**src/rtl/airlock_pkg.sv**
```systemverilog
// Shared definitions for the airlock chamber pressure controller:
// state encodings, default sizing constants and the door-closed helper.
package airlock_pkg;

  typedef enum logic [2:0] {
    ST_EVACUATED    = 3'd0,
    ST_PRESSURIZING = 3'd1,
    ST_PRESSURIZED  = 3'd2,
    ST_EVACUATING   = 3'd3,
    ST_HOLD         = 3'd4,
    ST_SETTLE       = 3'd5
  } state_t;

  localparam int DEFAULT_FULL_LEVEL    = 8;
  localparam int DEFAULT_SETTLE_CYCLES = 3;

  function automatic logic doors_closed(input logic inner, input logic outer);
    return !inner && !outer;
  endfunction

endpackage

```
**src/rtl/airlock_settle_timer.sv**
```systemverilog
// Load/count-down timer: load presets it, enable counts it down to zero,
// done is high while the count is zero.
module airlock_settle_timer #(
  parameter int CYCLES = 3
) (
  input  logic clk,
  input  logic rst,
  input  logic load,
  input  logic enable,
  output logic done
);

  localparam int CW = (CYCLES > 1) ? $clog2(CYCLES) : 1;
  // Loaded with CYCLES-1 so the owner spends exactly CYCLES cycles waiting.
  localparam logic [CW-1:0] LOAD_VAL = CW'((CYCLES > 0) ? CYCLES - 1 : 0);

  logic [CW-1:0] count_reg;

  always_ff @(posedge clk or negedge rst) begin
    if (!rst) begin
      count_reg <= '0;
    end else if (load) begin
      count_reg <= LOAD_VAL;
    end else if (enable && (count_reg != '0)) begin
      count_reg <= count_reg - 1'b1;
    end
  end

  assign done = (count_reg == '0);

endmodule

```
**src/rtl/airlock_pump_ctrl.sv**
```systemverilog
// Airlock chamber pump/vent sequencer with door interlock and bounded level counter.
// Optional post-pump settle phase is compiled in with AIRLOCK_PUMP_SETTLE_EN.
module airlock_pump_ctrl
  import airlock_pkg::*;
#(
  parameter int FULL_LEVEL    = DEFAULT_FULL_LEVEL,
  parameter int LEVEL_W       = 4,
  parameter int SETTLE_CYCLES = DEFAULT_SETTLE_CYCLES
) (
  input  logic               clk,
  input  logic               rst,
  input  logic               pressReq,
  input  logic               evacReq,
  input  logic               innerDoor,
  input  logic               outerDoor,
  output logic               pressurized,
  output logic               evacuated,
  output logic               busy,
  output logic               fault,
  output logic [LEVEL_W-1:0] level,
  output logic [2:0]         debugState
);

  localparam logic [LEVEL_W-1:0] FULL = LEVEL_W'(FULL_LEVEL);

  state_t             state_reg, state_next;
  logic [LEVEL_W-1:0] level_reg, level_next;
  logic               closed, press_ok, evac_ok;
  logic               settle_done;

`ifdef AIRLOCK_PUMP_SETTLE_EN
  localparam bit SettleEn = 1'b1;
  logic settle_load;

  assign settle_load = (state_next == ST_SETTLE) && (state_reg != ST_SETTLE);

  airlock_settle_timer #(
    .CYCLES (SETTLE_CYCLES)
  ) u_settle_timer (
    .clk    (clk),
    .rst    (rst),
    .load   (settle_load),
    .enable (state_reg == ST_SETTLE),
    .done   (settle_done)
  );
`else
  localparam bit SettleEn = 1'b0;
  assign settle_done = 1'b1;
`endif

  always_ff @(posedge clk or negedge rst) begin
    if (!rst) begin
      state_reg <= ST_EVACUATED;
      level_reg <= '0;
    end else begin
      state_reg <= state_next;
      level_reg <= level_next;
    end
  end

  always_comb begin
    state_next = state_reg;
    level_next = level_reg;
    closed     = doors_closed(innerDoor, outerDoor);
    press_ok   = pressReq && !evacReq && closed;
    evac_ok    = evacReq && !pressReq && closed;

    case (state_reg)
      ST_EVACUATED: begin
        if (press_ok) state_next = ST_PRESSURIZING;
      end
      ST_PRESSURIZED: begin
        if (evac_ok) state_next = ST_EVACUATING;
      end
      ST_PRESSURIZING: begin
        // Interlock and reversal take the edge; the level is held on it.
        if (!closed) begin
          state_next = ST_HOLD;
        end else if (evac_ok) begin
          state_next = ST_EVACUATING;
        end else if (level_reg >= FULL - 1'b1) begin
          level_next = FULL;
          state_next = SettleEn ? ST_SETTLE : ST_PRESSURIZED;
        end else begin
          level_next = level_reg + 1'b1;
        end
      end
      ST_EVACUATING: begin
        if (!closed) begin
          state_next = ST_HOLD;
        end else if (press_ok) begin
          state_next = ST_PRESSURIZING;
        end else if (level_reg <= LEVEL_W'(1)) begin
          level_next = '0;
          state_next = SettleEn ? ST_SETTLE : ST_EVACUATED;
        end else begin
          level_next = level_reg - 1'b1;
        end
      end
      ST_HOLD: begin
        if (press_ok) begin
          state_next = ST_PRESSURIZING;
        end else if (evac_ok) begin
          state_next = ST_EVACUATING;
        end
      end
      ST_SETTLE: begin
        // The level sits at its target here, so it tells which way we were going.
        if (!closed) begin
          state_next = ST_HOLD;
        end else if (level_reg == FULL && evac_ok) begin
          state_next = ST_EVACUATING;
        end else if (level_reg != FULL && press_ok) begin
          state_next = ST_PRESSURIZING;
        end else if (settle_done) begin
          state_next = (level_reg == FULL) ? ST_PRESSURIZED : ST_EVACUATED;
        end
      end
      default: begin
        state_next = ST_EVACUATED;
        level_next = '0;
      end
    endcase
  end

  assign pressurized = (state_reg == ST_PRESSURIZED);
  assign evacuated   = (state_reg == ST_EVACUATED);
  assign busy        = (state_reg == ST_PRESSURIZING) || (state_reg == ST_EVACUATING) ||
                       (state_reg == ST_SETTLE);
  assign fault       = (state_reg == ST_HOLD);
  assign level       = level_reg;
  assign debugState  = state_reg;

endmodule

```
**config.mk**
```make
export PLATFORM = sky130hd
export DESIGN_NAME = airlock_pump_ctrl
export DESIGN_NICKNAME = d
export VERILOG_FILES = /design/src/rtl/airlock_pkg.sv /design/src/rtl/airlock_settle_timer.sv /design/src/rtl/airlock_pump_ctrl.sv
export SDC_FILE = /design/constraint.sdc
export NUM_CORES = 1
export LEC_CHECK = 0
export CELL_PAD_IN_SITES_DETAIL_PLACEMENT = 2
export CELL_PAD_IN_SITES_GLOBAL_PLACEMENT = 2
export CORE_ASPECT_RATIO = 0.75
export CORE_MARGIN = 4
export CORE_UTILIZATION = 27
export CTS_CLUSTER_DIAMETER = 40
export DETAILED_ROUTE_END_ITERATION = 8
export PLACE_DENSITY = 0.83
export SLEW_MARGIN = 0
export SYNTH_ARGS = -nofsm -noshare
export SYNTH_HDL_FRONTEND = slang
export SYNTH_SLANG_ARGS = --single-unit
```
**constraint.sdc**
```tcl
create_clock -name clk -period 2.5 [get_ports clk]
set_clock_uncertainty 0.05 [all_clocks]
set_input_delay 0.375 -clock clk [delete_from_list [all_inputs] [get_ports clk]]
set_output_delay 0.375 -clock clk [all_outputs]
set_load 0.05 [all_outputs]
```
==> results of run 1 <==
-- synthesized netlist by cell type, types with 2 or more instances --
library cell / count
a211oi_1: 2
a21oi_1: 5
a31oi_1: 3
buf_4: 2
clkbuf_1: 2
dfrtp_1: 7
ha_1: 3
inv_1: 6
nand2_1: 3
nand2b_1: 2
nand3_1: 2
nand3b_1: 3
nor2_1: 4
nor2b_1: 2
nor3_1: 4
nor3b_1: 3
o21ai_0: 5
o21bai_1: 2
or2_1: 3
or3_1: 2
-- logic make-up after synthesis --
| logic type | synth area share, % |
|---|---|
| AO/OA/AOI/OAI | 28.3 |
| multiplexers | 1.42 |
| buffers and inverters | 8.01 |
| adder cells (fa/ha/maj) | 5.34 |
| AND/OR/NAND/NOR | 32.0 |
| flip-flops | 24.9 |
-- worst paths after layout --
check / start / cells past startpoint / endpoint / slack, ns
max: debugState[0]$_DFFE_PN0P_ / 2 / busy / 0.15
min: rst / 1 / debugState[2]$_DFFE_PN0P_ / 0.32
max reg2reg: debugState[1]$_DFFE_PN0P_ / 5 / debugState[1]$_DFFE_PN0P_ / 0.59
min reg2reg: level[0]$_DFFE_PN0P_ / 1 / level[0]$_DFFE_PN0P_ / 0.58
max in group asynchronous: rst / 1 / level[1]$_DFFE_PN0P_ / 1.84
min in group clk: level[0]$_DFFE_PN0P_ / 1 / level[0]$_DFFE_PN0P_ / 0.58
-- routing by layer --
metal / vias up / share of wire (%) / track usage, %
met5: - / 0 / 0
met4: 0 / 0.27 / 1.01
met3: 2 / 2.6 / 2.58
met2: 12 / 43 / 22.2
met1: 363 / 54 / 21.3
li1: 355 / - / -
-- stage by stage --
stage | utilization [%] | cell area, µm² | power, mW | TNS [ns] | hold slack [ns]
after floorplan | - | 703 | 0.600 | -0.0803 | 0.0294
after global placement | 36.8 | 877 | 0.754 | 0 | 0.555
after detailed placement | 36.8 | 877 | 0.766 | 0 | 0.582
after CTS | 37.9 | 903 | 0.875 | 0 | 0.330
after global routing | 38.0 | 906 | 0.935 | 0 | 0.349
final | 38.0 | 906 | 0.869 | 0 | 0.318
-- cell type report --
cell class	instances	area [µm²]	area share, %
clock buffers	4	26.3	2.90
inverters	6	22.5	2.49
repair buffers	17	168	18.5
flip-flops and latches	7	175	19.3
multi-input cells	68	472	52.1
well taps	34	42.5	4.70
-- power by group through the flow --
| stage | clock network, mW | logic, mW | registers, mW |
|---|---|---|---|
| floorplan | 0 | 0.342 | 0.258 |
| global placement | 0 | 0.540 | 0.214 |
| detailed placement | 0 | 0.551 | 0.214 |
| CTS | 0.107 | 0.556 | 0.213 |
| global route | 0.116 | 0.593 | 0.225 |
| finish | 0.106 | 0.552 | 0.212 |
-- timing repair --
action,CTS,global route
setup endpoints to repair,0,1
hold buffers,0,0
resized for setup,0,1
==> results by group, run 1 <==
Placement
  – Hpwl dp: about 1800 µm
  – Post-Place Cells: roughly 130
  – Final GP Congestion: around 0.77
  – I/O Buffers: 16
  – Dpl ws: approximately 0.4 ns

STA
  – Min Clock Period, post-route: approximately 2.3 ns
  – Worst slew margin: roughly two thirds
  – RSZ-0062 raised after global routing: no
  – Slew Viols, Final: 0
  – Period utilisation layout: 93.9%
  – # setup viols final: 0
  – Tightest Pin Transition: approximately 0.50 ns
  – Final worst setup slack: ~0.15 ns
  – Peak Freq: approximately 430 MHz
  – Final hold violations: 0

Cells and area
  – # diodes: 0
  – Layout cells sized above 1: under 10%
  – Commonest non-fill, non-tap cell in the layout: clkdlybuf4s50_1
  – Most frequent cells in the layout: clkdlybuf4s50_1 (14), dfrtp_1 (7), inv_1 (6)
  – Nets: 112
  – FILL cells: 275
  – Max reg flops: 4
  – Final Non-Filler Cells: roughly 140
  – Area Growth Syn to Fin: 28.8%

Drt
  – Via/cell ratio: around 5.4
  – Post-route ant nets: 0
  – DRC: 0
  – Drt total wl: roughly 2200 µm
  – Via count: between 700 and 800
  – Avg WL per Cell: approximately 16 µm
  – Initial DRT Pass Iterations: 4
  – Iter 0 DRT Violations: 51

Yosys
  – Cells after synthesis: 86
  – Synth area leaders: dfrtp_1 (25%), ha_1 (5.3%), a21oi_1 (3.6%)
  – Synthesized area: roughly 700 µm²
  – Asr flop ratio synth: between 90% and 100%
  – Ys Warns: 0
  – Post-synth EDFFs: 0
  – Syn Nets: 95
  – Post-synthesis sequential area ratio: about 25%
  – Synth cell types: slightly above 40
  – Main synth FF type: dfrtp_1
  – Mean area per synthesized cell: roughly 8.2 µm²
  – Share of the synthesized area in the top cell type: 24.9%
  – #FFs+latches synth: 7
  – Synth area leader: dfrtp_1

Power and ir drop
  – Maximum VDD drop: roughly 0.00019 V
  – LEAKAGE: roughly 0.36 nW
  – Pwr Density: roughly 960 mW/mm²
  – Clock Power Share: ~12%
  – Part of the power in registers: roughly 24%
  – Sw frac: between 50% and 60%
  – Gate power share: 63.5%
  – Net Sw Power: roughly 0.47 mW
  – Internal power: 0.400 mW

Floorplanning
  – I/O pins: 17
  – Initial core utilization: between 20 and 30%
  – Die Wd: ~67 µm
  – Die height: roughly 52 µm
  – # rows: 15
  – Core area: between 0.002 and 0.0025 mm²
  – DIE AREA: between 0.003 and 0.004 mm²

GRT
  – First-pass GRT wire length: around 3800 µm
  – Pin count of the biggest net entering global routing: 17
  – Total track usage: 14.3%
  – Overflow after GRT: 0
  – Number of global-route vias before repair: 742
  – Antenna violations before repair: 0

CTS
  – # Post-CTS Setup Buffers: 0
  – Clock slew at reported path FFs: 0.06 ns
  – Clk root buf: clkbuf_4
  – Sink Count: 7
  – TritonCTS buffer count: 3
  – H-tree depth: 1
  – Worst-Skew Late Latency: between 0.2 and 0.3 ns
  – CTS Buffer Depth: 2
  – CTS tree: yes

Job
  – Max-cap violations: 0

Setup path
  – WP buf/inv: 1
  – Largest stage delay on the critical path: between 0.8 and 0.9 ns
  – WP data arrival: 1.92 ns
  – Critical path cell sequence: a21boi_1, clkdlybuf4s50_1
  – Crit-path leading delay family: buffers and inverters
  – Crit path max fanout: 16
  – WS Path Type: flop to output pin
  – Critical path's slowest cell: clkdlybuf4s50_1
  – CP endpoint kind: output pin
  – Critical Path RT: ~2.1 ns
  – Startpoint Class: flop

Outcome
  – Status: complete, no violations

Worst hold path
  – Hold WC Path Type: input pin to asynchronous set/reset pin
No activity file was read; power rests on OpenSTA's default activity.
==> run 2, diff against run 1 <==
- RECOVER_POWER: not set -> 50
==> run 2 against run 1 <==
  * Flip-flop and latch count is the same
  * Wire length grew 0.54%
  * Cell area shrank 1.1%
  * Sequential share of layout area grew 0.22 points
  * Sequential power is essentially flat
  * Global-route usage is the same
  * Register-to-register slack lost 0.07 ns
  * Non-clock buffer count is the same
  * Cell count is the same
  * Utilization shrank 0.42 points
  * Clock-buffer cell count is the same
  * Largest power group unchanged
==> results by group, run 2 (synthesized netlist as in run 1, its figures left out) <==
Setup path
  – CP endpoint kind: output pin (unchanged)
  – Critical Path RT: 2.08 ns (about the same)
  – Worst R2R Path Depth: 4 (was 5)
  – WS Path Type: flop to output pin (unchanged)
  – Origin of the critical flop-to-flop path: debugState[0]$_DFFE_PN0P_ (was debugState[1]$_DFFE_PN0P_)
  – WP data arrival: 1.92 ns (about the same)
  – Startpoint Class: flop (unchanged)
  – Setup slack, reg-to-reg: 0.52 ns (was 0.59 ns)
  – RR Endpoint: level[0]$_DFFE_PN0P_ (was debugState[1]$_DFFE_PN0P_)
  – Crit path max fanout: 16 (unchanged)

CTS
  – Clock slew at reported path FFs: 0.06 ns (about the same)
  – CTS tree: yes (unchanged)
  – Sink Count: 7 (unchanged)
  – Clk root buf: clkbuf_4 (unchanged)
  – TritonCTS buffer count: 3 (unchanged)
  – H-tree depth: 1 (unchanged)
  – Worst-Skew Late Latency: 0.25 ns (was 0.26 ns)
  – CTS Buffer Depth: 2 (unchanged)

Drt
  – Initial DRT Pass Iterations: 4 (unchanged)
  – Avg WL per Cell: 16.5 µm (was 16.4 µm)
  – Post-route ant nets: 0 (unchanged)
  – DRC: 0 (unchanged)
  – Drt total wl: 2250 µm (was 2230 µm)
  – Via count: 729 (was 732)
  – Via/cell ratio: 5.36 (was 5.38)
  – Iter 0 DRT Violations: 54 (was 51)

GRT
  – Total track usage: 14.3% (unchanged)
  – Number of global-route vias before repair: 742 (unchanged)
  – Layer with the highest usage: met2 (unchanged)
  – Global-route track usage on met1: 21.3% (unchanged)
  – Pin count of the biggest net entering global routing: 17 (unchanged)
  – GRT met3 Usage: 2.58% (unchanged)
  – First-pass GRT wire length: 3840 µm (unchanged)
  – Antenna violations before repair: 0 (unchanged)
  – Overflow after GRT: 0 (unchanged)
  – Grt met2 use: 22.2% (unchanged)

STA
  – RSZ-0062 raised after global routing: no (unchanged)
  – Final hold violations: 0 (unchanged)
  – Peak Freq: 426 MHz (about the same)
  – Fin Hold WS: 0.389 ns (was 0.318 ns)
  – Worst slew margin: 55.8% (was 66.4%)
  – Slew Viols, Final: 0 (unchanged)
  – # setup viols final: 0 (unchanged)
  – Min Clock Period, post-route: 2.35 ns (about the same)
  – Tightest Pin Transition: 0.655 ns (was 0.502 ns)
  – Period utilisation layout: 93.8% (was 93.9%)

Cells and area
  – Area Growth Syn to Fin: 27.4% (was 28.8%)
  – Final instance area: 896 µm² (was 906 µm²)
  – # diodes: 0 (unchanged)
  – Max reg flops: 4 (unchanged)
  – Most frequent cells in the layout: clkdlybuf4s50_1 (12), dfrtp_1 (7), inv_1 (6) (was clkdlybuf4s50_1 (14), dfrtp_1 (7), inv_1 (6))
  – Nets: 112 (unchanged)
  – Final Non-Filler Cells: 136 (unchanged)
  – Commonest non-fill, non-tap cell in the layout: clkdlybuf4s50_1 (unchanged)
  – Layout cells sized above 1: 7.84% (was 9.80%)

Placement
  – Post-Place Cells: 132 (unchanged)
  – Final GP Congestion: 0.773 (unchanged)
  – Hpwl dp: 1770 µm (unchanged)
  – DP Area: 877 µm² (unchanged)
  – I/O Buffers: 16 (unchanged)

Power and ir drop
  – Net Sw Power: 0.470 mW (about the same)
  – LEAKAGE: 0.355 nW (was 0.361 nW)
  – Internal power: 0.391 mW (was 0.400 mW)
  – Gate power share: 63.0% (was 63.5%)
  – Part of the power in registers: 24.8% (was 24.3%)
  – Total power: 0.861 mW (was 0.869 mW)
  – Clock Power Share: 12.2% (about the same)
  – Pwr Density: 961 mW/mm² (was 960 mW/mm²)
  – Sw frac: 54.6% (was 54.0%)
  – Maximum VDD drop: 0.000190 V (was 0.000194 V)

Floorplanning
  – I/O pins: 17 (unchanged)
  – # rows: 15 (unchanged)
  – Core area: 0.00238 mm² (unchanged)
  – Die Wd: 66.9 µm (unchanged)
  – Initial core utilization: 29.5% (unchanged)
  – DIE AREA: 0.00349 mm² (unchanged)
  – Die height: 52.2 µm (unchanged)

Job
  – Max-cap violations: 0 (unchanged)

Worst hold path
  – Hold WC Path Type: input pin to asynchronous set/reset pin (unchanged)

Outcome
  – Status: complete, no violations (unchanged)
==> run 2: worst max path at each step <==
| stage | depth (start not counted) | slack [ns] | from | end |
|---|---|---|---|---|
| floorplan | 3 | -0.04 | debugState[1]$_DFFE_PN0P_ | evacuated |
| global placement | 3 | 0.44 | debugState[2]$_DFFE_PN0P_ | fault |
| detailed placement | 5 | 0.39 | evacReq | debugState[0]$_DFFE_PN0P_ |
| CTS | 3 | 0.14 | debugState[2]$_DFFE_PN0P_ | fault |
| global route | 2 | 0.05 | debugState[0]$_DFFE_PN0P_ | busy |
| finish | 2 | 0.15 | debugState[0]$_DFFE_PN0P_ | busy |
==> run 2: final cells by class <==
type	count	area, µm²
Multi-Input combinational cell	68	465
Fill cell	275	1490
Inverter	6	22.5
Clock buffer	4	26.3
Sequential cell	7	175
Tap cell	34	42.5
Timing Repair Buffer	17	164
==> run 2: per-stage QoR <==
| step | setup TNS (ns) | setup slack (ns) | utilization [%] |
|---|---|---|---|
| after floorplan | -0.0803 | -0.0401 | - |
| after global placement | 0 | 0.436 | 36.8 |
| after detailed placement | 0 | 0.390 | 36.8 |
| after CTS | 0 | 0.140 | 37.9 |
| after global routing | 0 | 0.0542 | 37.6 |
| final | 0 | 0.154 | 37.6 |
==> run 2: power by group through the flow <==
stage / clock network, mW / logic (mW) / registers [mW]
2_1_floorplan: 0 / 0.342 / 0.258
3_3_place_gp: 0 / 0.540 / 0.214
3_5_place_dp: 0 / 0.551 / 0.214
4_1_cts: 0.107 / 0.556 / 0.213
5_1_grt: 0.116 / 0.583 / 0.225
6_report: 0.105 / 0.542 / 0.213
==> run 2: metal layers <==
| metal | up-vias | share of wire, % |
|---|---|---|
| li1 | 355 | - |
| met1 | 362 | 54 |
| met2 | 10 | 44 |
| met3 | 2 | 2.3 |
| met4 | 0 | 0.27 |
| met5 | - | 0 |
==> run 2: critical path: stages, from the launching register on <==
cell and delay, ns:
dfrtp_1 0.65, a21boi_1 0.22, clkdlybuf4s50_1 0.81
==> run 2: repair_timing <==
| item | 4_1_cts | 5_1_grt |
|---|---|---|
| buffers inserted | 0 | 0 |
| hold buffers | 0 | 0 |
| endpoints found under the setup margin | 0 | 1 |
| gates resized for setup | 0 | 1 |
